### src/rtl/mc_fsm_controller.sv
// Registered control FSM for the multi-cycle RV32I core. It sequences fetch, decode,
// execute, memory and writeback, and tracks halt status and the retired-instruction count.
module mc_fsm_controller #(
    parameter int MUL_EN      = 1,
    parameter int MUL_LATENCY = 4,
    parameter int MEM_WAIT_EN = 1,
    parameter int CNT_W       = 32
) (
    input  logic             clk,
    input  logic             reset,
    input  logic [6:0]       opcode,
    input  logic [6:0]       funct7,
    input  logic             mem_ready,
    input  logic             halt_cond,
    output logic [3:0]       state,
    output logic             mem_req,
    output logic             inst_done,
    output logic             illegal_inst,
    output logic             is_halted,
    output logic [CNT_W-1:0] retired_cnt
);

    typedef enum logic [3:0] {
        S_IF         = 4'd0,
        S_ID         = 4'd1,
        S_EX_R       = 4'd2,
        S_EX_IMM     = 4'd3,
        S_EX_LD_SD   = 4'd4,
        S_MEM_READ   = 4'd5,
        S_MEM_WRITE  = 4'd6,
        S_WB_LD      = 4'd7,
        S_WB_R_I     = 4'd8,
        S_EX_BRANCH  = 4'd9,
        S_EX_WB_JAL  = 4'd10,
        S_EX_WB_JALR = 4'd11,
        S_EX_ECALL   = 4'd12,
        S_EX_MUL     = 4'd13,
        S_HALT       = 4'd14
    } state_t;

    localparam logic [6:0] OP_LOAD      = 7'b0000011;
    localparam logic [6:0] OP_STORE     = 7'b0100011;
    localparam logic [6:0] OP_ARITH     = 7'b0110011;
    localparam logic [6:0] OP_ARITH_IMM = 7'b0010011;
    localparam logic [6:0] OP_BRANCH    = 7'b1100011;
    localparam logic [6:0] OP_JAL       = 7'b1101111;
    localparam logic [6:0] OP_JALR      = 7'b1100111;
    localparam logic [6:0] OP_ECALL     = 7'b1110011;
    localparam logic [6:0] F7_MULDIV    = 7'b0000001;
    localparam logic [3:0] MUL_LOAD     = 4'(MUL_LATENCY - 1);

    state_t           state_q, state_d;
    logic [3:0]       mul_cnt_q;
    logic             inst_done_q, illegal_q, halted_q;
    logic [CNT_W-1:0] cnt_q;

    logic mem_ok, retire, illegal, halt_set, mul_load;

    assign mem_ok = (MEM_WAIT_EN != 0) ? mem_ready : 1'b1;

    always_comb begin
        state_d  = state_q;
        retire   = 1'b0;
        illegal  = 1'b0;
        halt_set = 1'b0;
        mul_load = 1'b0;
        case (state_q)
            S_IF: if (mem_ok) state_d = S_ID;
            S_ID: begin
                case (opcode)
                    OP_LOAD, OP_STORE: state_d = S_EX_LD_SD;
                    OP_ARITH: begin
                        if ((MUL_EN != 0) && (funct7 == F7_MULDIV)) begin
                            state_d  = S_EX_MUL;
                            mul_load = 1'b1;
                        end else begin
                            state_d = S_EX_R;
                        end
                    end
                    OP_ARITH_IMM: state_d = S_EX_IMM;
                    OP_BRANCH:    state_d = S_EX_BRANCH;
                    OP_JAL:       state_d = S_EX_WB_JAL;
                    OP_JALR:      state_d = S_EX_WB_JALR;
                    OP_ECALL:     state_d = S_EX_ECALL;
                    default: begin
                        state_d = S_IF;
                        illegal = 1'b1;
                    end
                endcase
            end
            S_EX_LD_SD: begin
                if (opcode == OP_LOAD)       state_d = S_MEM_READ;
                else if (opcode == OP_STORE) state_d = S_MEM_WRITE;
                else begin
                    state_d = S_IF;
                    illegal = 1'b1;
                end
            end
            S_MEM_READ: if (mem_ok) state_d = S_WB_LD;
            S_MEM_WRITE: begin
                if (mem_ok) begin
                    state_d = S_IF;
                    retire  = 1'b1;
                end
            end
            S_EX_R, S_EX_IMM: state_d = S_WB_R_I;
            S_EX_MUL: if (mul_cnt_q == 4'd0) state_d = S_WB_R_I;
            S_WB_LD, S_WB_R_I, S_EX_BRANCH, S_EX_WB_JAL, S_EX_WB_JALR: begin
                state_d = S_IF;
                retire  = 1'b1;
            end
            S_EX_ECALL: begin
                retire = 1'b1;
                if (halt_cond) begin
                    state_d  = S_HALT;
                    halt_set = 1'b1;
                end else begin
                    state_d = S_IF;
                end
            end
            S_HALT: state_d = S_HALT;
            default: state_d = S_IF;
        endcase
    end

    always_ff @(posedge clk) begin
        if (reset) begin
            state_q     <= S_IF;
            mul_cnt_q   <= 4'd0;
            inst_done_q <= 1'b0;
            illegal_q   <= 1'b0;
            halted_q    <= 1'b0;
            cnt_q       <= '0;
        end else begin
            state_q     <= state_d;
            inst_done_q <= retire;
            illegal_q   <= illegal;
            if (halt_set) halted_q <= 1'b1;
            if (retire)   cnt_q    <= cnt_q + 1'b1;
            // Counter holds the remaining EX_MUL cycles after the current one.
            if (mul_load)
                mul_cnt_q <= MUL_LOAD;
            else if (state_q == S_EX_MUL && mul_cnt_q != 4'd0)
                mul_cnt_q <= mul_cnt_q - 4'd1;
        end
    end

    assign state        = state_q;
    assign mem_req      = (state_q == S_IF) || (state_q == S_MEM_READ) || (state_q == S_MEM_WRITE);
    assign inst_done    = inst_done_q;
    assign illegal_inst = illegal_q;
    assign is_halted    = halted_q;
    assign retired_cnt  = cnt_q;

endmodule

### config.mk
export PLATFORM = sky130hd
export DESIGN_NAME = mc_fsm_controller
export DESIGN_NICKNAME = d
export VERILOG_FILES = /design/src/rtl/mc_fsm_controller.sv
export SDC_FILE = /design/constraint.sdc
export NUM_CORES = 1
export LEC_CHECK = 0
export ABC_AREA = 1
export BUFFER_PORTS_ARGS = -buffer_cell sky130_fd_sc_hd__buf_2
export CORE_ASPECT_RATIO = 1.25
export CORE_MARGIN = 3
export CORE_UTILIZATION = 40
export DETAILED_ROUTE_END_ITERATION = 7
export PLACE_DENSITY = 0.67
export SYNTH_ARGS = -nofsm -noshare
export SYNTH_HDL_FRONTEND = slang
export SYNTH_SLANG_ARGS = --single-unit
### constraint.sdc
create_clock -name clk -period 1.4 [get_ports clk]
set_input_delay 0.35 -clock clk [delete_from_list [all_inputs] [get_ports clk]]
set_output_delay 0.35 -clock clk [all_outputs]
set_load 0.02 [all_outputs]
==> results of run 1 <==
state kept, by name, summed over array words and instances (netlist names):
name	cells
retired_cnt	32
mul_cnt_q	4
state	4
illegal_inst	1
inst_done	1
is_halted	1
through the flow:
| step | TNS (ns) | setup WS [ns] | instances | power (mW) | area (sq um) |
|---|---|---|---|---|---|
| floorplan | -0.198 | -0.0718 | 454 | 1.37 | 2830 |
| global placement | -0.296 | -0.0475 | 648 | 1.49 | 3660 |
| detailed placement | -0.785 | -0.0795 | 648 | 1.49 | 3660 |
| CTS | -1.45 | -0.239 | 668 | 2.29 | 3940 |
| global route | -4.19 | -0.314 | 677 | 2.38 | 4300 |
| finish | -1.84 | -0.254 | 677 | 2.30 | 4300 |
cells by family (layout without fill, tap and decap cells):
group	Yosys count	after routing	synth area share (%)
and+or+nand+nor	288	288	47.6
buffers and inverters	65	201	9.01
AOI/OAI and AO/OA	51	51	9.96
DFF	43	43	31.0
xor gates and xnor gates	5	5	1.58
adders and majority gates	2	2	0.901
layout make-up:
cell class              instances  area, sq um
flip-flops and latches         43          918
clock buffers                   7         76.3
clock inverters                 1         5.00
repair buffers                135          937
multi-input cells             346         2030
inverters                      58          230
well taps                      87          109
fillers                       583         2350
power by group through the flow:
| stage | logic [mW] | registers, mW | clock network [mW] |
|---|---|---|---|
| finish | 0.289 | 1.22 | 0.788 |
| global route | 0.312 | 1.22 | 0.842 |
| CTS | 0.255 | 1.23 | 0.806 |
| detailed placement | 0.230 | 1.26 | 0 |
| global placement | 0.226 | 1.26 | 0 |
| floorplan | 0.104 | 1.27 | 0 |
critical path: stages (launching register included):
cell and delay [ns]:
dfxtp_4 0.39, nor2_4 0.16, inv_2 0.05, o21ai_2 0.15
or2_4 0.15, buf_6 0.11
how the worst min path moves through the flow:
stage                            start         endpoint  slack [ns]  cells after the start
after floorplan           mul_cnt_q[2]     mul_cnt_q[2]        0.45                      2
after global placement       is_halted        is_halted        0.44                      2
after detailed placement     is_halted        is_halted        0.45                      2
after CTS                        reset  retired_cnt[17]        0.39                      3
after global routing         halt_cond        is_halted        0.42                      3
final                        halt_cond        is_halted        0.39                      3
timing repair:
item | in CTS | in global routing
pin swaps | 3 | 26
resized for setup | 32 | 99
endpoints found under the setup margin | 25 | 40
setup buffers | 12 | 14
cell usage after synthesis (2+ instances only):
master      n
nor2_4      5
a21oi_1    34
nor2_1     61
ha_1        2
o21ai_1     4
nor3_2      3
nand3_1    29
clkbuf_1    4
nor2_2      4
nand2_1   151
nand3_2     3
inv_2       7
buf_2       2
xor2_1      5
o21ai_0     8
nand3b_1    5
nand2_4     2
dfxtp_1    43
inv_1      51
nand4_1     7
nor3_1     13
layout by cell type, fill, tap and decap left out, types with 6 or more instances in the layout:
master / synthesis / final
buf_4: 1 / 70
nor2_4: 5 / 10
nand3_2: 3 / 6
nand3_1: 29 / 23
dfxtp_2: 0 / 16
o21ai_1: 4 / 8
nor2_2: 4 / 18
buf_2: 2 / 54
buf_6: 0 / 9
a21oi_2: 0 / 8
nand2_1: 151 / 134
a21oi_1: 34 / 26
nor3_4: 1 / 8
dfxtp_4: 0 / 10
nand4_1: 7 / 7
inv_2: 7 / 11
dfxtp_1: 43 / 17
nor2_1: 61 / 42
inv_1: 51 / 42
nand2_2: 0 / 12
routing by layer:
metal	share of wire, %	GRT usage (%)	wire length, um	vias to the layer above
li1	-	-	-	1712
met1	40	23.7	3630	1582
met2	53	40.6	4780	86
met3	4.7	3.35	425	15
met4	2.2	6.50	196	0
met5	0	0	0	-
==> results.md, run 1 <==
* Die height at 99.2 um
* Fin nets at 609
* Seq pwr share at 53.2%
* Antenna diodes at 0
* Routed WL per cell at 13.3 um
* Finished Core Util at 64.7%
* Worst Hold Class: input pin to flop
* WHS at 0.387 ns
* Leak at 1.99 nW
* Synth Flop Type: dfxtp_1
* Max-slew violations at 0
* Setup slack after layout at -0.254 ns
* Initial antenna violation count at 0
* Clock power frac at 34.3%
* Synth warn at 0
* Max frequency at 605 MHz
* Crit Reg-Reg Endpoint: state[1]
* Starting Density at between 40% and 50%
* Antenna Nets Post-Route at 0
* Crit Path Class: flop to output port
* Vias in the first global route at 3211
* Cell Pwr Density at 535 nW/um^2
* Post-cts hold buffer count at 0
* RR Startpoint: state[1]
* Ys async rst share at 0%
* # clock sinks at 43
* Total Routing Usage GR at 21.3%
* Via density at between 5 and 6
* Worst-margin pin slew at 0.466 ns
* Unrepaired setup endpoints after global routing: yes
* Fin. Hold Viols at 0
* Total CTS buffers at 5
* Worst Setup EP: mem_req
* First-pass GRT wire length at between 10 and 15 mm
* Die Wd at 80.5 um
* Sw frac at 26.1%
* Syn-to-layout area delta at 54.9%
* Synthesized area at around 2800 sq um
* Critical Path Start: state[1]
* Tmin final at 1.65 ns
* Worst-path clk slew at 0.08 ns
* Worst VDD drop at 0.380 mV
* H-tree depth at 2
* Comb pwr share at 12.6%
* DRC errors left at 0
* Dpl hpwl at about 6.4 mm
* Iter 0 DRT Violations at 133
* Failing checks: negative setup slack
* Psw at 0.600 mW
* Cell Int Power at 1.70 mW
* Post-synth EDFFs at 0
* Remaining global-route overflow at 0
* Slew margin rel. at 68.9%
* CP Capture Type: output port
* Final setup violating endpoints at 25
* Synth area leader: dfxtp_1
* Skew-Pair Late Insertion Delay at 0.30 ns
* Share of cells above drive strength 1 at 45.6%
* Setup crit start kind: flop
* Worst path required time at 1.05 ns
* R2R Setup Slk at -0.15 ns
* Drt pass-1 iters at 4
* CP Max Fanout at 6
* Final clock period utilization by the worst path at 118%
* Rows at 33
* Register bit count reported by yosys at 43
* MaxCap Viol Count at 0
* CTS max path bufs at 2
* Worst endpoint data arrival time at 1.30 ns
* Syn Area/Cell at 6.12 sq um
* Status: finished, violations left
* Root Driver: clkbuf_8
* IO Pins at 58
* Net Count, Synth at roughly 470
* Total number of vias at ~3.4k
* TritonCTS clock tree: yes
* Worst R2R Path Depth at 10
* Synth top area share at 31.0%
* Largest net degree at the start of global routing at 23
* Sequential element share of the synthesized area at 31.0%
* Core box area at between 6000 and 7000 sq um
* Die Area at approximately 8000 sq um
* Routability Congestion at 0.919
* Synth Instances at 454
* Synth area leaders: dfxtp_1 (31%), nand2_1 (20%), nor2_1 (8.2%), inv_1 (6.9%), a21oi_1 (6.1%)
* Synth cell types at 32
* Worst-case clock skew at 0.0124 ns
* Port Buffers at between 50 and 60
* Final wirelength at 9.03 mm
Power figures use the tool's default switching activity.
==> run 2: changes to the inputs <==
Settings changed: BUFFER_PORTS_ARGS -buffer_cell sky130_fd_sc_hd__buf_2 to -buffer_cell sky130_fd_sc_hd__buf_4, CORE_UTILIZATION 40 to 50, PLACE_DENSITY 0.67 to 0.8.
==> run 2 against run 1 <==
Against the previous run:
- sequential cell count is the same
- highest routed layer unchanged
- design area grew 13%
- the flow still finishes with violations (negative setup slack)
- critical endpoint is now retired_cnt[18]
- via count grew 24%
- largest cell class unchanged
- critical path depth grew 5
==> results.md, run 2 (same netlist as run 1, synthesis figures left out) <==
* Status: finished, violations left (unchanged)
* Failing checks: negative setup slack (unchanged)
* Unrepaired setup endpoints after global routing: yes (unchanged)
* Worst-margin pin slew at 0.330 ns (was 0.466 ns)
* Largest net degree at the start of global routing at 19 (was 23)
* Routed WL per cell at 21.4 um (was 13.3 um)
* Most frequent cells in the layout: buf_4 (132), nand2_1 (114), inv_1 (44) (was nand2_1 (134), buf_4 (70), buf_2 (54))
* Share of cells above drive strength 1 at 54.4% (was 45.6%)
* Dpl hpwl at 6.85 mm (was 6.41 mm)
* Crit Path Class: flop to flop (was flop to output port)
* Worst-case clock skew at 0.00619 ns (was 0.0124 ns)
* CP Capture Type: flop (was output port)
* Design Area, Final at 4860 sq um (was 4300 sq um)
* Worst Hold Class: input pin to flop (unchanged)
* Post-Place Cells at 636 (was 648)
* Vias in the first global route at 3269 (was 3211)
* MaxCap Viol Count at 0 (unchanged)
* WHS at 0.361 ns (was 0.387 ns)
* Slew margin rel. at 77.8% (was 68.9%)
* Max-slew violations at 0 (unchanged)
* Worst R2R Path Depth at 10 (unchanged)
* IO Pins at 58 (unchanged)
* Hold path depth at 3 (unchanged)
* Most common cell after layout, fill and taps aside: buf_4 (was nand2_1)
* Worst Hold End: is_halted (unchanged)
* Total number of vias at 4213 (was 3395)
* Total CTS buffers at 5 (unchanged)
* Setup crit start kind: flop (unchanged)
* Fin. Hold Viols at 0 (unchanged)
* Core box area at 5230 sq um (was 6650 sq um)
* Root Driver: clkbuf_8 (unchanged)
* DRC errors left at 0 (unchanged)
* Syn-to-layout area delta at 74.8% (was 54.9%)
* Setup slack after layout at -0.307 ns (was -0.254 ns)
* Rows at 29 (was 33)
* CTS max path bufs at 2 (unchanged)
* TritonCTS clock tree: yes (unchanged)
* Die height at 89.3 um (was 99.2 um)
* Starting Density at 53.2% (was 41.8%)
* Post-place instance area at 3840 sq um (was 3660 sq um)
* Leak at 2.21 nW (was 1.99 nW)
* Fin nets at 629 (was 609)
* Max frequency at 586 MHz (was 605 MHz)
* Worst-path clk slew at 0.09 ns (was 0.08 ns)
* Max reg flops at 32 (unchanged)
* First-pass GRT wire length at 14.7 mm (was 13.8 mm)
* Drt pass-1 iters at 8 (was 4)
* Skew-Pair Late Insertion Delay at 0.31 ns (was 0.30 ns)
* # clock sinks at 43 (unchanged)
* Die Wd at 72.7 um (was 80.5 um)
* Crit Reg-Reg Endpoint: retired_cnt[18] (was state[1])
* Finished Core Util at 92.9% (was 64.7%)
* Antenna diodes at 0 (unchanged)
* H-tree depth at 2 (unchanged)
* Hold_sp: halt_cond (unchanged)
* Via density at 6.27 (was 5.01)
* Cell Pwr Density at 494 nW/um^2 (was 535 nW/um^2)
* FILL cells at 194 (was 583)
* Die Area at 6490 sq um (was 7990 sq um)
* RR Startpoint: retired_cnt[0] (was state[1])
* Final wirelength at 14.4 mm (was 9.03 mm)
* Tmin final at 1.71 ns (was 1.65 ns)
* Non-Filler Instances at 672 (was 677)
* Final clock period utilization by the worst path at 122% (was 118%)
* Worst endpoint data arrival time at 1.92 ns (was 1.30 ns)
* Total Routing Usage GR at 28.9% (was 21.3%)
* Worst path required time at 1.61 ns (was 1.05 ns)
* CP Max Fanout at 5 (was 6)
* Iter 0 DRT Violations at 487 (was 133)
* Remaining global-route overflow at 0 (unchanged)
* Worst VDD drop at 0.701 mV (was 0.380 mV)
* Port Buffers at 57 (unchanged)
* Routability Congestion at 0.977 (was 0.919)
* Final setup violating endpoints at 41 (was 25)
* Initial antenna violation count at 0 (unchanged)
* Antenna Nets Post-Route at 0 (unchanged)
* R2R Setup Slk at -0.31 ns (was -0.15 ns)
==> run 2: cell count changes in the layout (fill, tap and decap cells not counted), moves of 7 or more <==
cell / previous run / this run
o21ai_1: 8 / 1
a21oi_2: 8 / 16
a21oi_1: 26 / 17
buf_6: 9 / 17
buf_4: 70 / 132
nand2_2: 12 / 30
nor2_4: 10 / 18
nand2_1: 134 / 114
buf_2: 54 / 0
==> run 2: stage by stage <==
stage	setup TNS [ns]	setup WS (ns)	total power, mW
2_1_floorplan	-0.198	-0.0718	1.37
3_5_place_dp	-0.790	-0.0849	1.50
6_report	-5.66	-0.307	2.40
4_1_cts	-1.71	-0.259	2.29
5_1_grt	-7.75	-0.357	2.43
3_3_place_gp	-0.315	-0.0681	1.49
==> run 2: layout make-up <==
class / instances / area, sq um / area share (%)
timing repair buffer: 154 / 1290 / 26.5
clock buffer: 5 / 68.8 / 1.42
tap: 62 / 77.6 / 1.60
multi-input combinational: 347 / 2250 / 46.4
sequential: 43 / 921 / 19.0
inverter: 58 / 233 / 4.79
clock inverter: 3 / 15.0 / 0.309
==> run 2: how the worst max path moves through the flow <==
stage                     from               to  slack (ns)  cells after the start
6_report        retired_cnt[0]  retired_cnt[18]       -0.31                     10
5_1_grt        retired_cnt[17]  retired_cnt[22]       -0.36                      9
4_1_cts               state[0]          mem_req       -0.26                      6
3_5_place_dp         mem_ready   retired_cnt[7]       -0.08                      9
3_3_place_gp   retired_cnt[12]  retired_cnt[24]       -0.07                     10
2_1_floorplan   retired_cnt[0]  retired_cnt[20]       -0.07                     10
==> run 2: metal layers <==
layer / part of all wire, % / track usage (%) / wire [um]
met3: 10 / 4.27 / 1500
met2: 48 / 56.5 / 6860
met4: 9.9 / 11.2 / 1420
met5: 0 / 0 / 0
met1: 32 / 30.7 / 4580
==> run 2: timing repair <==
item                                    in CTS  in global routing
gates cloned                                 1                  2
pin swaps                                   15                 40
buffers inserted                            11                 14
gates resized for setup                     38                157
endpoints found under the setup margin      23                 44
hold buffers                                 0                  0
==> run 2: power breakdown <==
part / switching (mW) / internal [mW]
clock network: 0.488 / 0.343
registers: 0.0118 / 1.21
logic: 0.186 / 0.161
total: 0.686 / 1.71
==> run 2: critical path: stages (launching register included) <==
cell     delay (ns)
dfxtp_4        0.39
ha_4           0.16
nand3_4        0.09
nor2_4         0.14
inv_4          0.09
nor2_8         0.14
nand2_8        0.09
nor2_4         0.15
nand2_2        0.12
o21ai_2        0.17
nor2_1         0.06
==> run 3: changes to the inputs <==
Settings changed: REMOVE_ABC_BUFFERS set to 1.
==> run 3 against run 2 <==
Against the previous run:
- the run still ends with negative setup slack left
- design area shrank 10%
- die area is the same
- non-clock buffer count shrank 10
- clock power grew 4.9%
- first-iteration DRC count shrank 57%
- hold slack gained 0.085 ns
==> results.md, run 3 (same netlist as run 1, synthesis figures left out) <==
* Die Wd at 72.7 um (unchanged)
* Max reg flops at 32 (unchanged)
* Setup crit start kind: flop (unchanged)
* GR peak layer: met2 (unchanged)
* FILL cells at 327 (was 194)
* Total CTS buffers at 5 (unchanged)
* Syn-to-layout area delta at 57.3% (was 74.8%)
* Drt pass-1 iters at 5 (was 8)
* Psw at 0.589 mW (was 0.686 mW)
* Comb pwr share at 12.8% (was 14.5%)
* Clock power frac at 36.1% (was 34.6%)
* Final wirelength at 9.90 mm (was 14.4 mm)
* Final setup violating endpoints at 41 (unchanged)
* Vias in the first global route at 3335 (was 3269)
* Iter 0 DRT Violations at 208 (was 487)
* Post-Place Cells at 637 (was 636)
* Largest net degree at the start of global routing at 19 (unchanged)
* RR Startpoint: state[0] (was retired_cnt[0])
* Non-Filler Instances at 662 (was 672)
* Via density at 5.36 (was 6.27)
* Core box area at 5230 sq um (unchanged)
* H-tree depth at 2 (unchanged)
* Remaining global-route overflow at 0 (unchanged)
* Crit Path Class: flop to output port (was flop to flop)
* Root Driver: clkbuf_8 (unchanged)
* Status: finished, violations left (unchanged)
* Max frequency at 609 MHz (was 586 MHz)
* Post-cts hold buffer count at 0 (unchanged)
* IO Pins at 58 (unchanged)
* Antenna Nets Post-Route at 0 (unchanged)
* Starting Density at 53.2% (unchanged)
* Fin. Hold Viols at 0 (unchanged)
* R2R Setup Slk at -0.22 ns (was -0.31 ns)
* Setup slack after layout at -0.242 ns (was -0.307 ns)
* Dpl hpwl at 6.64 mm (was 6.85 mm)
* Share of cells above drive strength 1 at 43.0% (was 54.4%)
* Cell Int Power at 1.82 mW (was 1.71 mW)
* Die height at 89.3 um (unchanged)
* Rows at 29 (unchanged)
* Antenna diodes at 0 (unchanged)
* Skew-Pair Late Insertion Delay at 0.30 ns (was 0.31 ns)
* Total Routing Usage GR at 28.2% (was 28.9%)
* Final clock period utilization by the worst path at 117% (was 122%)
* Worst-path clk slew at 0.08 ns (was 0.09 ns)
* Failing checks: negative setup slack (unchanged)
* Worst VDD drop at 0.541 mV (was 0.701 mV)
* Sw frac at 24.4% (was 28.6%)
* Worst path required time at 1.05 ns (was 1.61 ns)
* Worst Hold End: retired_cnt[8] (was is_halted)
* Hold_sp: reset (was halt_cond)
* Hold path depth at 3 (unchanged)
* Cell Pwr Density at 552 nW/um^2 (was 494 nW/um^2)
* Initial antenna violation count at 0 (unchanged)
* MaxCap Viol Count at 0 (unchanged)
* Seq pwr share at 51.1% (was 50.9%)
* Port Buffers at 57 (unchanged)
* TritonCTS clock tree: yes (unchanged)
* CP Max Fanout at 4 (was 5)
* CP Capture Type: output port (was flop)
* Worst-case clock skew at 0.00700 ns (was 0.00619 ns)
* Slew margin rel. at 70.1% (was 77.8%)
* Finished Core Util at 83.6% (was 92.9%)
* Grt met1 use at 27.1% (was 30.7%)
* Fin nets at 619 (was 629)
* Unrepaired setup endpoints after global routing: yes (unchanged)
* Most common cell after layout, fill and taps aside: nand2_1 (was buf_4)
* Setup_tns at -4.77 ns (was -5.66 ns)
* Worst Hold Class: input pin to flop (unchanged)
* Total number of vias at 3548 (was 4213)
* Max-slew violations at 0 (unchanged)
* Worst R2R Path Depth at 10 (unchanged)
* Routability Congestion at 0.936 (was 0.977)
* # clock sinks at 43 (unchanged)
* Global routing usage on met3 at 4.39% (was 4.27%)
* First-pass GRT wire length at 14.4 mm (was 14.7 mm)
* Die Area at 6490 sq um (unchanged)
* Total power at 2.41 mW (was 2.40 mW)
* DRC errors left at 0 (unchanged)
* Tmin final at 1.64 ns (was 1.71 ns)
* Worst-margin pin slew at 0.448 ns (was 0.330 ns)
* CTS max path bufs at 2 (unchanged)
* Grt met2 use at 57.8% (was 56.5%)
* Most frequent cells in the layout: nand2_1 (142), buf_4 (133), nor2_1 (49) (was buf_4 (132), nand2_1 (114), inv_1 (44))
* Worst endpoint data arrival time at 1.29 ns (was 1.92 ns)
* Leak at 1.89 nW (was 2.21 nW)
* Crit Reg-Reg Endpoint: retired_cnt[15] (was retired_cnt[18])
* Routed WL per cell at 15.0 um (was 21.4 um)
[run 3: cell count changes in the layout (fill, tap and decap cells not counted), moves of 8 or more]
| cell | delta |
|---|---|
| nor2_1 | +12 |
| nor2_4 | -11 |
| a21oi_1 | +8 |
| nand2_2 | -21 |
| nand2_1 | +28 |
[run 3: area by class of cell]
| class | count | area (sq um) | share of cell area [%] |
|---|---|---|---|
| Sequential cell | 43 | 896 | 20.5 |
| Multi-Input combinational cell | 347 | 1940 | 44.3 |
| Clock buffer | 8 | 100 | 2.29 |
| Tap cell | 62 | 77.6 | 1.77 |
| Inverter | 58 | 238 | 5.44 |
| Timing Repair Buffer | 144 | 1120 | 25.7 |
[run 3: timing repair]
item,CTS,global route
gates cloned,0,1
setup endpoints to repair,25,42
resized for setup,41,70
pin swaps,4,14
buffers inserted,12,8
[run 3: worst max path at each step]
| stage | startpoint | to | slack [ns] | cells past startpoint |
|---|---|---|---|---|
| 6_report | state[0] | mem_req | -0.24 | 6 |
| 5_1_grt | state[0] | mem_req | -0.28 | 6 |
| 4_1_cts | state[0] | mem_req | -0.22 | 6 |
| 3_5_place_dp | retired_cnt[1] | retired_cnt[18] | -0.07 | 10 |
| 3_3_place_gp | state[0] | mem_req | -0.04 | 6 |
| 2_1_floorplan | retired_cnt[0] | retired_cnt[18] | -0.28 | 10 |
[run 3: power groups by stage]
stage	logic [mW]	registers, mW	clock network (mW)
after floorplan	0.0916	1.27	0
after global placement	0.230	1.26	0
after detailed placement	0.235	1.26	0
after CTS	0.271	1.23	0.889
after global routing	0.331	1.23	0.926
final	0.309	1.23	0.872
[run 3: stage by stage]
stage          instance area [sq um]  hold slack (ns)  worst slack [ns]
2_1_floorplan                   2750            0.419            -0.279
4_1_cts                         4100            0.442            -0.222
5_1_grt                         4370            0.464            -0.285
3_3_place_gp                    3780            0.442           -0.0355
3_5_place_dp                    3780            0.457           -0.0651
6_report                        4370            0.446            -0.242
[run 3: per-layer routing]
metal  vias to the layer above  routed length [um]
li1                       1731                   -
met1                      1629                3580
met2                       150                5440
met3                        38                 548
met4                         0                 333
met5                         -                   0
[run 3: critical path, cell delays in order, from the launching register on]
cell     delay (ns)
dfxtp_4        0.38
inv_4          0.07
nor2_4         0.04
nand2_2        0.07
o21ai_2        0.07
or2_4          0.24
buf_6          0.13
